$ cat config.mk
export PLATFORM = sky130hd
export DESIGN_NAME = mem_access_ctrl
export DESIGN_NICKNAME = d
export VERILOG_FILES = /design/src/rtl/mem_access_ctrl.sv
export SDC_FILE = /design/constraint.sdc
export NUM_CORES = 1
export LEC_CHECK = 0
export BUFFER_PORTS_ARGS = -buffer_cell sky130_fd_sc_hd__buf_2
export CAP_MARGIN = 25
export CORE_MARGIN = 1
export CORE_UTILIZATION = 40
export CTS_BUF_LIST = sky130_fd_sc_hd__clkbuf_8
export CTS_CLUSTER_DIAMETER = 80
export DETAILED_ROUTE_END_ITERATION = 10
export PLACE_DENSITY = 0.67
export SLEW_MARGIN = 20
export SYNTH_ARGS = -nofsm -noshare
export SYNTH_HDL_FRONTEND = slang
export SYNTH_SLANG_ARGS = --single-unit
$ cat constraint.sdc
create_clock -name i_clk -period 1.9 [get_ports i_clk]
set_clock_uncertainty 0.1 [all_clocks]
set_input_delay 0.38 -clock i_clk [delete_from_list [all_inputs] [get_ports i_clk]]
set_output_delay 0.38 -clock i_clk [all_outputs]
set_load 0.1 [all_outputs]
$ cat src/rtl/mem_access_ctrl.sv
// Memory-stage load/store controller in front of the 512x8 data RAM.
// Checks alignment, registers all RAM controls and splits LDD/STD into two word accesses.
module mem_access_ctrl #(
  parameter int unsigned ADDR_W = 9
) (
  input  logic              i_clk,
  input  logic              i_rst_n,
  input  logic              i_req_valid,
  input  logic              i_req_load,
  input  logic [1:0]        i_req_size,
  input  logic              i_req_signed,
  input  logic [31:0]       i_req_addr,
  input  logic [31:0]       i_req_wdata,
  input  logic [31:0]       i_req_wdata_hi,
  output logic              o_stall,
  output logic              o_trap_align,
  output logic [31:0]       o_rdata,
  output logic [31:0]       o_rdata_hi,
  output logic              o_rdata_valid,
  output logic              o_ram_en,
  output logic              o_ram_rw,
  output logic              o_ram_sign,
  output logic [1:0]        o_ram_size,
  output logic [ADDR_W-1:0] o_ram_addr,
  output logic [31:0]       o_ram_din,
  input  logic [31:0]       i_ram_dout
);

  typedef enum logic [2:0] {StIdle, StAccLo, StAccHi, StResp, StTrap} state_e;

  state_e              r_state;
  logic                r_trap_align;
  logic [31:0]         r_rdata;
  logic [31:0]         r_rdata_hi;
  logic                r_rdata_valid;
  logic                r_ram_en;
  logic                r_ram_rw;
  logic                r_ram_sign;
  logic [1:0]          r_ram_size;
  logic [ADDR_W-1:0]   r_ram_addr;
  logic [31:0]         r_ram_din;
  logic                r_load;
  logic                r_dword;
  logic                w_misaligned;
  logic                w_sub_word;

  always_comb begin
    w_misaligned = 1'b0;
    case (i_req_size)
      2'b01:   w_misaligned = i_req_addr[0];
      2'b10:   w_misaligned = |i_req_addr[1:0];
      2'b11:   w_misaligned = |i_req_addr[2:0];
      default: w_misaligned = 1'b0;
    endcase
  end

  assign w_sub_word = ~i_req_size[1];

  always_ff @(posedge i_clk or negedge i_rst_n) begin
    if (!i_rst_n) begin
      r_state       <= StIdle;
      r_trap_align  <= 1'b0;
      r_rdata       <= '0;
      r_rdata_hi    <= '0;
      r_rdata_valid <= 1'b0;
      r_ram_en      <= 1'b0;
      r_ram_rw      <= 1'b0;
      r_ram_sign    <= 1'b0;
      r_ram_size    <= '0;
      r_ram_addr    <= '0;
      r_ram_din     <= '0;
      r_load        <= 1'b0;
      r_dword       <= 1'b0;
    end else begin
      unique case (r_state)
        StIdle: begin
          if (i_req_valid) begin
            if (w_misaligned) begin
              r_state      <= StTrap;
              r_trap_align <= 1'b1;
            end else begin
              r_state    <= StAccLo;
              r_load     <= i_req_load;
              r_dword    <= &i_req_size;
              r_ram_en   <= 1'b1;
              r_ram_rw   <= ~i_req_load;
              r_ram_size <= (&i_req_size) ? 2'b10 : i_req_size;
              r_ram_sign <= i_req_load & i_req_signed & w_sub_word;
              r_ram_addr <= i_req_addr[ADDR_W-1:0];
              r_ram_din  <= i_req_wdata;
            end
          end
        end
        StAccLo: begin
          if (r_load) r_rdata <= i_ram_dout;
          if (r_dword) begin
            // Even register sits at the lower address; odd register follows 4 bytes up.
            r_state    <= StAccHi;
            r_ram_addr <= r_ram_addr + ADDR_W'(4);
            r_ram_din  <= i_req_wdata_hi;
            r_ram_size <= 2'b10;
            r_ram_sign <= 1'b0;
          end else begin
            r_state       <= StResp;
            r_ram_en      <= 1'b0;
            r_ram_rw      <= 1'b0;
            r_rdata_valid <= r_load;
          end
        end
        StAccHi: begin
          if (r_load) r_rdata_hi <= i_ram_dout;
          r_state       <= StResp;
          r_ram_en      <= 1'b0;
          r_ram_rw      <= 1'b0;
          r_rdata_valid <= r_load;
        end
        StResp: begin
          r_state       <= StIdle;
          r_rdata_valid <= 1'b0;
        end
        StTrap: begin
          r_state      <= StIdle;
          r_trap_align <= 1'b0;
        end
        default: r_state <= StIdle;
      endcase
    end
  end

  assign o_stall       = ((r_state == StIdle) & i_req_valid) | (r_state == StAccLo) |
                         (r_state == StAccHi);
  assign o_trap_align  = r_trap_align;
  assign o_rdata       = r_rdata;
  assign o_rdata_hi    = r_rdata_hi;
  assign o_rdata_valid = r_rdata_valid;
  assign o_ram_en      = r_ram_en;
  assign o_ram_rw      = r_ram_rw;
  assign o_ram_sign    = r_ram_sign;
  assign o_ram_size    = r_ram_size;
  assign o_ram_addr    = r_ram_addr;
  assign o_ram_din     = r_ram_din;

endmodule

Word level (Yosys, flattened, before mapping)

Cells that the tools add are included.

Register bits: 117
Output and inout port bits: 113
Word-level logic and storage cells: 83
Bits of input ports: 135

Bitwise logic cells: 8
$add $sub $neg: 1
Mux-type cells: 34
Eq/ne operators: 12
Reduce and logical (&&, ||, !) cells: 15

Operators by type and width:

| cell                | count |
|---|---|
| $mux 32             | 3 |
| $pmux 32 s2         | 1 |
| $mux 9              | 3 |
| $pmux 9 s2          | 1 |
| $mux 1              | 12 |
| $pmux 1 s3          | 4 |
| $ne 2x2->1 const B  | 5 |
| $add 9x3->9 const B | 1 |
| $pmux 3 s3          | 1 |
| $mux 2              | 4 |
| $reduce_and 2->1    | 4 |
| $reduce_and 4->1    | 2 |
| $eq 3x2->1 const B  | 2 |
| $mux 3              | 2 |
| $reduce_and 3->1    | 2 |
| $reduce_bool 3->1   | 2 |
| $eq 2x2->1 const B  | 2 |
| $pmux 1 s2          | 2 |
| $pmux 2 s2          | 1 |
| $reduce_bool 2->1   | 2 |
| $and 1x1->1         | 3 |
| $eq 3x1->1 const B  | 1 |
| $eq 3x3->1 const B  | 1 |
| $logic_not 3->1     | 1 |
| 5 further kinds     | 8 |

Longest topological paths before layout

Word-level depth: 5
Depth in mapped cells: 7
Depth with buffers taken out: 4

Worst setup path after synthesis

OpenSTA, ideal clock, no wires.

Path kind: reg-to-output
From: register r_state[0]
To: output port o_stall
Arrival time: 2.785 ns
Setup slack: -1.365 ns
Stages on the path, launching flop included: 3
Cell sequence: dfrtp_1 -> buf_4 -> a211oi_1

Longest elaborated chain between the ends: 4
Elaborated cells on any way between the ends: 6

Ends and longest elaborated chain:

| element                | line | RTL |
|---|---|---|
| start, declared        | 31   | `state_e r_state;` |
| start signal, assigned | 61   | `r_state <= StIdle;` |
| start signal, assigned | 79   | `r_state <= StTrap;` |
| start signal, assigned | 82   | `r_state <= StAccLo;` |
| $logic_not 3->1        | 130  | `assign o_stall = ((r_state == StIdle) & i_req_valid) \| (r_state == StAccLo) \|` |
| $and 1x1->1            | 130  |  |
| $or 1x1->1             | 130  |  |
| $or 1x1->1 *           | 130  |  |
| end, declared          | 15   | `output logic o_stall,` |

Mark *: on every way between the ends. The rest lies on a longest branch, timed or not.

Final worst setup path

From: register r_state[2]
To: output port o_stall

The elaborated chain is that of the path after synthesis.

==> impl_metrics.csv <==
group,metric,value,unit
clock_network,cts_buffer_depth,2,
floorplan,chipHeight,115,µm
floorplan,coreArea,0.0126,mm²
critical_path,critical_path_buffer_and_inverter_count,2,
cells_and_area,finish.net_count,776,
drt,drt_pass1_iterations,4,
global_routing,overflow,0,
yosys,synth_top_cell_by_area,"sky130_fd_sc_hd__dfrtp_1",
yosys,synth.cell_area,0.00514,mm²
placement,place.detailed.hpwl,8780,µm
yosys,synth_cell_types,40,
floorplan,placement_rows,41,
clock_network,cell_chosen_for_the_clock_root,"sky130_fd_sc_hd__clkbuf_8",
worst_hold_path,hold_class,"input port to flop",
cells_and_area,layout-area-overhead-vs-synth,39.8,%
cells_and_area,final_cell_area,0.00718,mm²
global_routing,grt_pass1_wl,19500,µm
sta,drv_slew,0,
drt,routed-via-count,4049,
critical_path,cp-end-kind,"output pin",
drt,routed_wl,12700,µm
floorplan,dieWidth,115,µm
sta,slew-limit-headroom,66.8,%
global_routing,groute.usage.overall,19.2,%
sta,max_clock_freq,527,MHz
floorplan,floorplan.io_pins,248,
yosys,postSynthCellCount,389,
yosys,ranking_of_synthesized_cells_by_instance_count,"sky130_fd_sc_hd__dfrtp_1 (117), sky130_fd_sc_hd__a21oi_1 (39), sky130_fd_sc_hd__nor3_1 (37)",
clock_network,clock-sinks,117,
critical_path,timing.critical_path.slowest_stage_cell,"sky130_fd_sc_hd__dfrtp_2",
yosys,yosysSeqAreaShare,57.0,%
critical_path,crit_path_start_kind,"flop",
clock_network,cts_made_buffers,17,
critical_path,critical_path_arrival,1.42,ns
critical_path,worst-path-max-fanout,2,
yosys,synth.top_cells.by_area,"sky130_fd_sc_hd__dfrtp_1 (57%), sky130_fd_sc_hd__mux2_4 (8.8%), sky130_fd_sc_hd__mux2_2 (7.0%), sky130_fd_sc_hd__mux2i_1 (6.4%), sky130_fd_sc_hd__a21oi_1 (3.8%)",
cells_and_area,layout-drive-gt1-share,55.8,%
drt,post-route-drc-count,0,
yosys,async_reset_ff_share,100,%
drt,final_antenna_net_count,0,
critical_path,path_class,"flop to output pin",
sta,final-hold-violation-count,0,
floorplan,dieArea,0.0133,mm²
yosys,syn_area_per_cell,13.2,µm²
run,max_cap_violations,0,
yosys,synth_seq_cells,117,
sta,rsz_0062_raised_after_global_routing,"yes",
sta,post_route_clock_period_utilization,99.9,%
critical_path,critical-path-top-delay-family,"flip-flops",
clock_network,clock_tree.htree_level_count,4,
global_routing,grt_pass1_vias,3989,
yosys,synth_top_flop_cell,"sky130_fd_sc_hd__dfrtp_1",
global_routing,grt_start_max_net_pins,59,
floorplan,floorplan.initialDensity,40.9,%
clock_network,clkSlewWorstSetupHoldPaths,0.07,ns
critical_path,required,1.42,ns
yosys,postSynthNetCount,525,
global_routing,grt_antenna_before_repair,0,
drt,detail_route.iter0.violations,118,
yosys,synth.yosys.warnings,0,
critical_path,slowest_delay,0.42,ns
cells_and_area,final_cells,824,
placement,buffer_ports.inserted,224,
critical_path,timing.critical_path.cells,"buf_6 -> a211oi_4 -> buf_12",
clock_network,clk_latency,0.42,ns
yosys,synth_most_common_cell,"sky130_fd_sc_hd__dfrtp_1",
sta,setup-violations-final,0,
status,status,"complete, no violations",
drt,average_wire_per_cell_in_the_routed_design,15.4,µm
yosys,netlist.area_leader.share,57.0,%
sta,final.min_clock_period,1.90,ns
yosys,synth_edf_count,0,
cells_and_area,post-route-util,57.1,%
placement,placed_cell_area,0.00661,mm²
sta,worst-slew-pin-transition,0.498,ns
sta,totalNegativeSetupSlack,0,ns
cells_and_area,insertedDiodeCount,0,
clock_network,cts_tree,"done",
placement,routabilityCongestion,0.780,
drt,routed_via_density,4.91,
placement,placedCellCount,780,
kinds of logic after synthesis:
logic type | after synthesis | share of synthesized area [%]
flip-flops | 117 | 57.0
multiplexers | 97 | 22.7
AO/OA/AOI/OAI | 60 | 6.75
buffers and inverters | 32 | 4.58
AND/OR/NAND/NOR | 82 | 8.77
adder cells (fa/ha/maj) | 1 | 0.244
sequential cells by signal (all words and copies together), names as in the netlist, 2 cells and up:
name and count:
r_state 3, o_ram_size 2, o_rdata_hi 32, o_ram_addr 9, o_ram_din 32, o_rdata 32
final timing paths:
path	cells after the start	to	slack, ns	from
max reg2reg	7	o_ram_din[1]	0.03	r_state[2]
max	3	o_stall	0.002	r_state[2]
min reg2reg	1	o_rdata_hi[6]	0.38	o_rdata_hi[6]
min in group asynchronous	2	o_rdata[24]	0.21	i_rst_n
min	3	o_ram_addr[1]	0.07	i_req_addr[1]
max in group asynchronous	3	o_ram_din[16]	0.98	i_rst_n
worst register-to-register path: cells and delay by family, from the launching register on:
kind | cells | cell delay [ns]
AOI/OAI and AO/OA | 2 | 0.38
DFF | 1 | 0.42
buffers and inverters | 3 | 0.48
and+or+nand+nor | 2 | 0.40
routing by layer:
metal / vias up / part of all wire (%) / GRT usage (%)
met5: - / 0 / 0
met4: 0 / 1.4 / 7.79
met3: 16 / 7.8 / 6.69
met2: 191 / 48 / 31.9
met1: 1944 / 43 / 22.8
li1: 1898 / - / -
area by class of cell:
cell class / count / area, µm²
repair buffers: 259 / 1590
inverters: 5 / 18.8
multi-input cells: 240 / 2020
well taps: 172 / 215
clock buffers: 22 / 303
clock inverters: 9 / 101
flip-flops and latches: 117 / 2930
fillers: 1040 / 5390
per-stage QoR:
step / hold slack, ns / setup WS [ns]
floorplan: -0.0156 / 0.00549
global placement: 0.101 / 0.131
detailed placement: 0.100 / 0.0794
CTS: 0.0271 / -0.0451
global route: 0.0598 / -0.0678
finish: 0.0659 / 0.00169
cell usage in the layout (no fill, tap or decap), types with 3 or more instances in the layout:
cell type | synthesis | layout
sky130_fd_sc_hd__nand3_1 | 7 | 7
sky130_fd_sc_hd__clkbuf_8 | 0 | 22
sky130_fd_sc_hd__nor3_1 | 37 | 36
sky130_fd_sc_hd__inv_1 | 5 | 6
sky130_fd_sc_hd__mux2_2 | 32 | 32
sky130_fd_sc_hd__buf_2 | 11 | 222
sky130_fd_sc_hd__o21ai_0 | 6 | 6
sky130_fd_sc_hd__dfrtp_1 | 117 | 115
sky130_fd_sc_hd__nor2_1 | 3 | 3
sky130_fd_sc_hd__buf_4 | 6 | 19
sky130_fd_sc_hd__buf_12 | 0 | 12
sky130_fd_sc_hd__nand2_1 | 19 | 19
sky130_fd_sc_hd__buf_6 | 6 | 3
sky130_fd_sc_hd__mux2_4 | 30 | 30
sky130_fd_sc_hd__mux2i_1 | 33 | 33
sky130_fd_sc_hd__o211ai_1 | 5 | 5
sky130_fd_sc_hd__a21oi_1 | 39 | 39
sky130_fd_sc_hd__clkinv_2 | 0 | 4
timing repair:
action	in CTS	in global routing
pin swaps	1	4
setup buffers	5	6
endpoints found under the hold margin	117	0
gates cloned	0	2
hold buffers	1	0
endpoints found under the setup margin	1	38
gates resized for setup	5	3
Power is left out: the tool's default activity adds up to more than one toggle a clock period on the data nets, which glitch-free logic cannot reach.
